`src/rtl/pm_load_sequencer.sv`:
```
// Program memory sequencer: switch loader fills PM, appends a terminator,
// then hands the PM port to core fetch; owns halt, restart and reload.
module pm_load_sequencer #(
  parameter int unsigned PMAW = 8,
  parameter int unsigned OPW = 4,
  parameter logic [OPW-1:0] END_OP = 4'hF
) (
  input  logic            clock,
  input  logic            reset,
  input  logic            load_strobe,
  input  logic            PMInputDone,
  input  logic [OPW-1:0]  switches,
  input  logic            go,
  input  logic            reload,
  input  logic            core_halt,
  input  logic [PMAW-1:0] core_fetch_addr,
  output logic [PMAW-1:0] pm_addr,
  output logic [OPW-1:0]  pm_wdata,
  output logic            pm_wren,
  output logic            core_run,
  output logic            core_restart,
  output logic [PMAW-1:0] prog_len,
  output logic            overflow
);

  typedef enum logic [1:0] {
    LOAD,
    TERM,
    RUN,
    HALT
  } seqStateE;

  localparam logic [PMAW-1:0] LAST = '1;

  seqStateE state;
  seqStateE nextState;

  logic strobeQ;
  logic doneQ;
  logic goQ;
  logic reloadQ;

  logic strobeEdge;
  logic doneEdge;
  logic goEdge;
  logic reloadEdge;

  logic [PMAW-1:0] wrPtr;
  logic            wrValid;
  logic [PMAW-1:0] wrAddr;
  logic [OPW-1:0]  wrData;
  logic [PMAW-1:0] lastAddr;
  logic [PMAW-1:0] progLenQ;
  logic            overflowQ;
  logic            restartQ;

  // Copies reset high so a level held through reset is not an edge
  assign strobeEdge = load_strobe & ~strobeQ;
  assign doneEdge   = PMInputDone & ~doneQ;
  assign goEdge     = go & ~goQ;
  assign reloadEdge = reload & ~reloadQ;

  always_ff @(posedge clock) begin
    if (reset) begin
      state <= LOAD;
    end else begin
      state <= nextState;
    end
  end

  // TERM waits out an opcode write captured alongside the done edge
  always_comb begin
    nextState = state;
    unique case (state)
      LOAD: begin
        if (doneEdge) begin
          nextState = TERM;
        end
      end
      TERM: begin
        if (!wrValid) begin
          nextState = RUN;
        end
      end
      RUN: begin
        if (core_halt) begin
          nextState = HALT;
        end
      end
      HALT: begin
        if (reloadEdge) begin
          nextState = LOAD;
        end else if (goEdge) begin
          nextState = RUN;
        end
      end
    endcase
  end

  always_comb begin
    pm_addr  = lastAddr;
    pm_wdata = wrData;
    pm_wren  = 1'b0;
    core_run = 1'b0;
    unique case (state)
      LOAD: begin
        pm_addr = wrAddr;
        pm_wren = wrValid;
      end
      TERM: begin
        pm_wren = 1'b1;
        if (wrValid) begin
          pm_addr = wrAddr;
        end else begin
          pm_addr  = wrPtr;
          pm_wdata = END_OP;
        end
      end
      RUN: begin
        pm_addr  = core_fetch_addr;
        core_run = 1'b1;
      end
      HALT: begin
        core_run = 1'b0;
      end
    endcase
  end

  always_ff @(posedge clock) begin
    if (reset) begin
      strobeQ   <= 1'b1;
      doneQ     <= 1'b1;
      goQ       <= 1'b1;
      reloadQ   <= 1'b1;
      wrPtr     <= '0;
      wrValid   <= 1'b0;
      wrAddr    <= '0;
      wrData    <= '0;
      lastAddr  <= '0;
      progLenQ  <= '0;
      overflowQ <= 1'b0;
      restartQ  <= 1'b0;
    end else begin
      strobeQ  <= load_strobe;
      doneQ    <= PMInputDone;
      goQ      <= go;
      reloadQ  <= reload;
      wrValid  <= 1'b0;
      restartQ <= 1'b0;
      lastAddr <= pm_addr;
      // The last address stays free for the terminator
      if (state == LOAD && strobeEdge) begin
        if (wrPtr != LAST) begin
          wrValid <= 1'b1;
          wrAddr  <= wrPtr;
          wrData  <= switches;
          wrPtr   <= wrPtr + PMAW'(1);
        end else begin
          overflowQ <= 1'b1;
        end
      end
      if (state == TERM && !wrValid) begin
        progLenQ <= wrPtr;
      end
      if (nextState == RUN && state != RUN) begin
        restartQ <= 1'b1;
      end
      if (state == HALT && reloadEdge) begin
        wrPtr     <= '0;
        progLenQ  <= '0;
        overflowQ <= 1'b0;
      end
    end
  end

  assign core_restart = restartQ;
  assign prog_len     = progLenQ;
  assign overflow     = overflowQ;

endmodule

```
`config.mk`:
```
export PLATFORM = sky130hd
export DESIGN_NAME = pm_load_sequencer
export DESIGN_NICKNAME = d
export VERILOG_FILES = /design/src/rtl/pm_load_sequencer.sv
export SDC_FILE = /design/constraint.sdc
export NUM_CORES = 1
export LEC_CHECK = 0
export CORE_MARGIN = 2
export CORE_UTILIZATION = 40
export DETAILED_ROUTE_END_ITERATION = 10
export PLACE_DENSITY = 0.75
export SKIP_LAST_GASP = 1
export SLEW_MARGIN = 20
export SYNTH_ARGS = -nofsm -noshare
export SYNTH_HDL_FRONTEND = slang
export SYNTH_SLANG_ARGS = --single-unit
```
`constraint.sdc`:
```
create_clock -name clock -period 2.8 [get_ports clock]
set_clock_uncertainty 0.15 [all_clocks]
set_input_delay 0.84 -clock clock [delete_from_list [all_inputs] [get_ports clock]]
set_output_delay 0.84 -clock clock [all_outputs]
set_load 0.02 [all_outputs]
```
== Word-level counts from Yosys, hierarchy flattened ==
Index checks and enable logic that the tools add are counted.

* $add $sub $neg: 1
* Multiply operators: 0
* Div/mod/pow operators: 0
* Magnitude comparators: 0
* Eq/ne operators: 6
* Shift-type cells: 0
* Muxes and demuxes: 14
* Bitwise gates (word level): 10
* Reduce and logical (&&, ||, !) cells: 10

{| class="wikitable"
|+ Operators by type and width
! operator !! number
|-
| one-hot mux 8 bit (3 select lines) || 1
|-
| 2-to-1 mux 2 bit || 5
|-
| adder 8 x 1 -> 8 bit (second input constant) || 1
|-
| 2-to-1 mux 4 bit || 2
|-
| 2-to-1 mux 8 bit || 1
|-
| != test 8 bit (second input constant) || 1
|-
| one-hot mux 2 bit (4 select lines) || 1
|-
| equality test 2 bit (second input constant) || 3
|-
| NOT 1 bit || 6
|-
| bitwise AND 1 bit || 4
|-
| logical AND 1 bit || 4
|-
| AND reduction 2 bit || 2
|-
| OR reduction 2 bit || 2
|-
| 2-to-1 mux 1 bit || 3
|-
| equality test 2 x 1 -> 1 bit (second input constant) || 1
|-
| logical NOT 2 bit || 1
|-
| != test 2 bit (second input constant) || 1
|-
| one-hot mux 1 bit (2 select lines) || 1
|-
| logical NOT 1 bit || 1
|}

* Bits in registers: 45
* Bits in latches: 0
* Memory bits (writable): 0
* Memory bits (read-only): 0
* Bits of input ports: 19
* Logic and storage cells: 54
* Memories: 0

== Logic depth before layout (Yosys ltp) ==
* Word-level depth: 8
* Depth in mapped cells: 8
* Depth with buffers taken out: 5

== Worst setup path after synthesis ==
OpenSTA, ideal clock, no wires.

* Kind: register to output
* Start point: register state[0]
* End point: output pm_wdata[1]
* Arrival time: 1,612 ps
* Slack: 198 ps
* Stages on the path, launching flop included: 8
* Path buffers: 4
* Cells stage by stage: dfxtp_1 > buf_2 > nand2b_1 > clkbuf_1 > clkbuf_1 > nor2_1 > clkbuf_1 > or2_2

* Longest elaborated chain between the ends: 2

{| class="wikitable"
|+ Ends and longest elaborated chain
! item !! RTL line !! text
|-
| start, declared || 35 || <nowiki>seqStateE state;</nowiki>
|-
| start signal, assigned || 67 || <nowiki>state <= nextState;</nowiki>
|-
| equality test 2 x 1 -> 1 bit || 105 || <nowiki>unique case (state)</nowiki>
|-
| 2-to-1 mux 4 bit || 105 ||
|-
| end, declared || 18 || <nowiki>output logic [OPW-1:0] pm_wdata,</nowiki>
|}

No other way between the ends.

== Final worst setup path ==
* Start point: input core_fetch_addr[7]
* End point: output pm_addr[7]

* Longest elaborated chain between the ends: 1

{| class="wikitable"
|+ Ends and longest elaborated chain
! item !! RTL line !! text
|-
| start, declared || 16 || <nowiki>input logic [PMAW-1:0] core_fetch_addr,</nowiki>
|-
| one-hot mux 8 bit (3 select lines) || 105 ||
|-
| end, declared || 17 || <nowiki>output logic [PMAW-1:0] pm_addr,</nowiki>
|}

No other way between the ends.

==> run summary <==
layout cell share with drive strength beyond 1 - 16.23%
Pleak - 1.126 nW
die area - 0.005534 sq mm
Die X - 74.39 microns
status - finished, final reports clean
pin count of the biggest net entering global routing - 28
Total Power - 1.234 mW
unrepaired setup endpoints after global routing - false
clk slew on worst S/H paths - 0.07 ns
initial core utilization - 41.68%
global-route wire length before repair - 6.906 mm
Iter 0 DRT Violations - 84
number of port buffers - 42
Seq pwr share - 53.6%
Combinational Power Share - 14.7%
minimum clock period - 2.753 ns
worst path required time - 1.81 ns
Mapped Cells - 217
Clock Path Buffers - 2
P&R area growth vs syn - 31.06%
Finish-stage setup viols - 0
Slew Limit Fails - 0
Clock power frac - 31.6%
initial antenna violation count - 0
Final Hold Fails - 0
final worst setup slack - 0.04663 ns
crit path DAT - 1.76 ns
CP Capture Type - primary output
gr ovfl total - 0
PostCTS Resize Cnt - 30
H-tree depth - 2
CTS Buf Count - 5
pwr/cell area - 475.0 mW/mm^2
I/O pin cnt - 43
Seq/Total Area, Yosys - 45.45%
CTS Root Cell - clkbuf_8
Die Height - 74.39 microns
Max-slew headroom - 79.40%
pre-CTS setup slack - -0.3970 ns
Internal - 0.9417 mW
Post-DRT Antenna Nets - 0
Max Freq - 363.2 MHz
placed insts - 325
Post-CTS Setup Inserts - 0
post-detailed-routing wire length - 4.226 mm
MaxCap Viol Count - 0
Net Switching - 0.2922 mW
post-DR wirelength/cell - 12.73 microns
Worst Tran Pin Value - 0.3082 ns
startpoint types - input pin
Worst Setup SP - core_fetch_addr[7]
Peak VDD IR - 0.1780 mV
Hold Crit Start - wrAddr[6]
# DRC - 0
Vias/cell - 4.958
Post-DP HPWL - 3.002 mm
vias in the first global route - 1559
clock latency on the worst-skew pair - 0.28 ns
Synth cell types - 34
reg2reg start - state[0]
via count - 1646
WS Path Type - in2out
Syn Std Cell Area - 0.001982 sq mm
Final period util - 98.33%
Final Non-Filler Cells - 332
Core ar. - 0.004755 sq mm
CTS tree - done
Nets - 285
hold_buf cts - 0
clk sinks - 45
Yosys reg bits - 45
worst hold path type - reg2reg
DRT Pass-1 Iters - 4
GRT Util Overall - 15.82%
num rows - 25
Sw Share - 23.68%
Ys Warns - 0
diode count - 0
GPL Wtd Cong - 0.8022
Post-Syn Area per Cell - 9.133 sq um
post-synthesis net count - 237
crit-path max FO - 2
==> flip-flops by register name, summed over array words and instances (netlist names), 2 cells and up <==
register	count
wrAddr	8
state	2
wrData	4
prog_len	8
lastAddr	8
wrPtr	8
==> final cells by class <==
class	count	area, sq um
Inverter	3	11.26
Clock buffer	7	86.33
Timing Repair Buffer	59	523.0
Sequential cell	45	900.9
Fill cell	471	2157
Tap cell	67	83.83
Multi-Input combinational cell	151	992.2
==> path summary, 6_finish.rpt <==
path	to	slack, ns	cells after the start
worst max register to register	wrPtr[5]	0.70	5
worst min register to register	wrAddr[6]	0.31	2
worst max-delay path	pm_addr[7]	0.05	4
worst min-delay path	wrAddr[6]	0.31	2
==> kinds of logic after synthesis <==
family / Yosys count / synth area share (%)
muxes: 36 / 18.18
AOI/OAI and AO/OA: 36 / 10.42
xor gates and xnor gates: 1 / 0.4420
and+or+nand+nor: 77 / 20.39
DFF: 45 / 45.45
adders and majority gates: 1 / 0.6312
buffers and inverters: 21 / 4.482
==> worst max-delay path, cell delays in order <==
cell,delay (ns)
clkdlybuf4s50_1,0.46
mux2i_1,0.07
mux2i_1,0.19
buf_2,0.20
==> per-layer routing <==
| metal | vias to the layer above | part of all wire [%] | global-route usage, % |
|---|---|---|---|
| met4 | 0 | 1.1 | 3.968 |
| met2 | 44 | 46 | 26.06 |
| met3 | 4 | 5.3 | 4.472 |
| li1 | 833 | - | - |
| met5 | - | 0 | 0 |
| met1 | 765 | 48 | 20.55 |
==> power by group through the flow <==
stage / Combinational (mW) / Clock [mW] / Sequential, mW
floorplan: 0.109 / 0 / 0.676
global placement: 0.189 / 0 / 0.676
detailed placement: 0.190 / 0 / 0.677
CTS: 0.186 / 0.404 / 0.662
global route: 0.195 / 0.430 / 0.664
finish: 0.182 / 0.390 / 0.662
==> per-stage QoR <==
step                TNS [ns]  cell area, sq um  utilization [%]  hold slack, ns
finish                     0              2597            54.63          0.3081
global route               0              2597            54.63          0.3318
CTS                        0              2595            54.58          0.3090
detailed placement    -2.861              2536            53.34          0.2962
global placement      -2.788              2536            53.34          0.2897
floorplan                  0              1982                -          0.2798
==> placed cells by master (no fill, tap or decap), types with 2 or more instances in the layout <==
master and count:
dfxtp_1 45, nand2b_1 2, nand3_1 5, clkbuf_8 6, or2_2 8, o21ai_0 12
mux2i_1 36, nor3_1 3, nor2b_1 12, a211oi_1 3, nand2_1 11, a21oi_1 15
or4_1 2, buf_2 7, dlymetal6s2s_1 5, nor2_1 25, inv_1 3, buf_4 18
or3_1 2, clkdlybuf4s50_1 29
==> cell usage after synthesis <==
cell type | instances | area [sq um]
o21ai_0 | 12 | 60.06
nand4_1 | 1 | 6.260
xor2_1 | 1 | 8.760
o31ai_1 | 1 | 7.510
nand2_1 | 11 | 41.29
a211oi_1 | 3 | 22.52
and4_1 | 1 | 8.760
ha_1 | 1 | 12.51
nor4b_2 | 1 | 15.01
inv_1 | 3 | 11.26
o211ai_1 | 1 | 7.510
a31oi_1 | 1 | 6.260
mux2i_1 | 36 | 360.4
nor2b_1 | 12 | 75.07
a31o_2 | 1 | 8.760
a21oi_1 | 15 | 75.07
buf_1 | 1 | 3.750
nor2_1 | 25 | 93.84
a41o_1 | 1 | 10.01
nor3_1 | 3 | 15.01
o21ai_2 | 1 | 8.760
dfxtp_1 | 45 | 900.9
nand3_1 | 5 | 25.02
or4_1 | 2 | 15.01
or2_2 | 8 | 50.05
and3_1 | 1 | 6.260
nand2b_1 | 2 | 12.51
clkbuf_1 | 14 | 52.55
or4b_4 | 1 | 13.76
nor3b_1 | 1 | 7.510
or3_1 | 2 | 12.51
or2_1 | 1 | 6.260
buf_6 | 1 | 11.26
buf_2 | 2 | 10.01
Note: power is estimated with default switching activity, not from simulation.
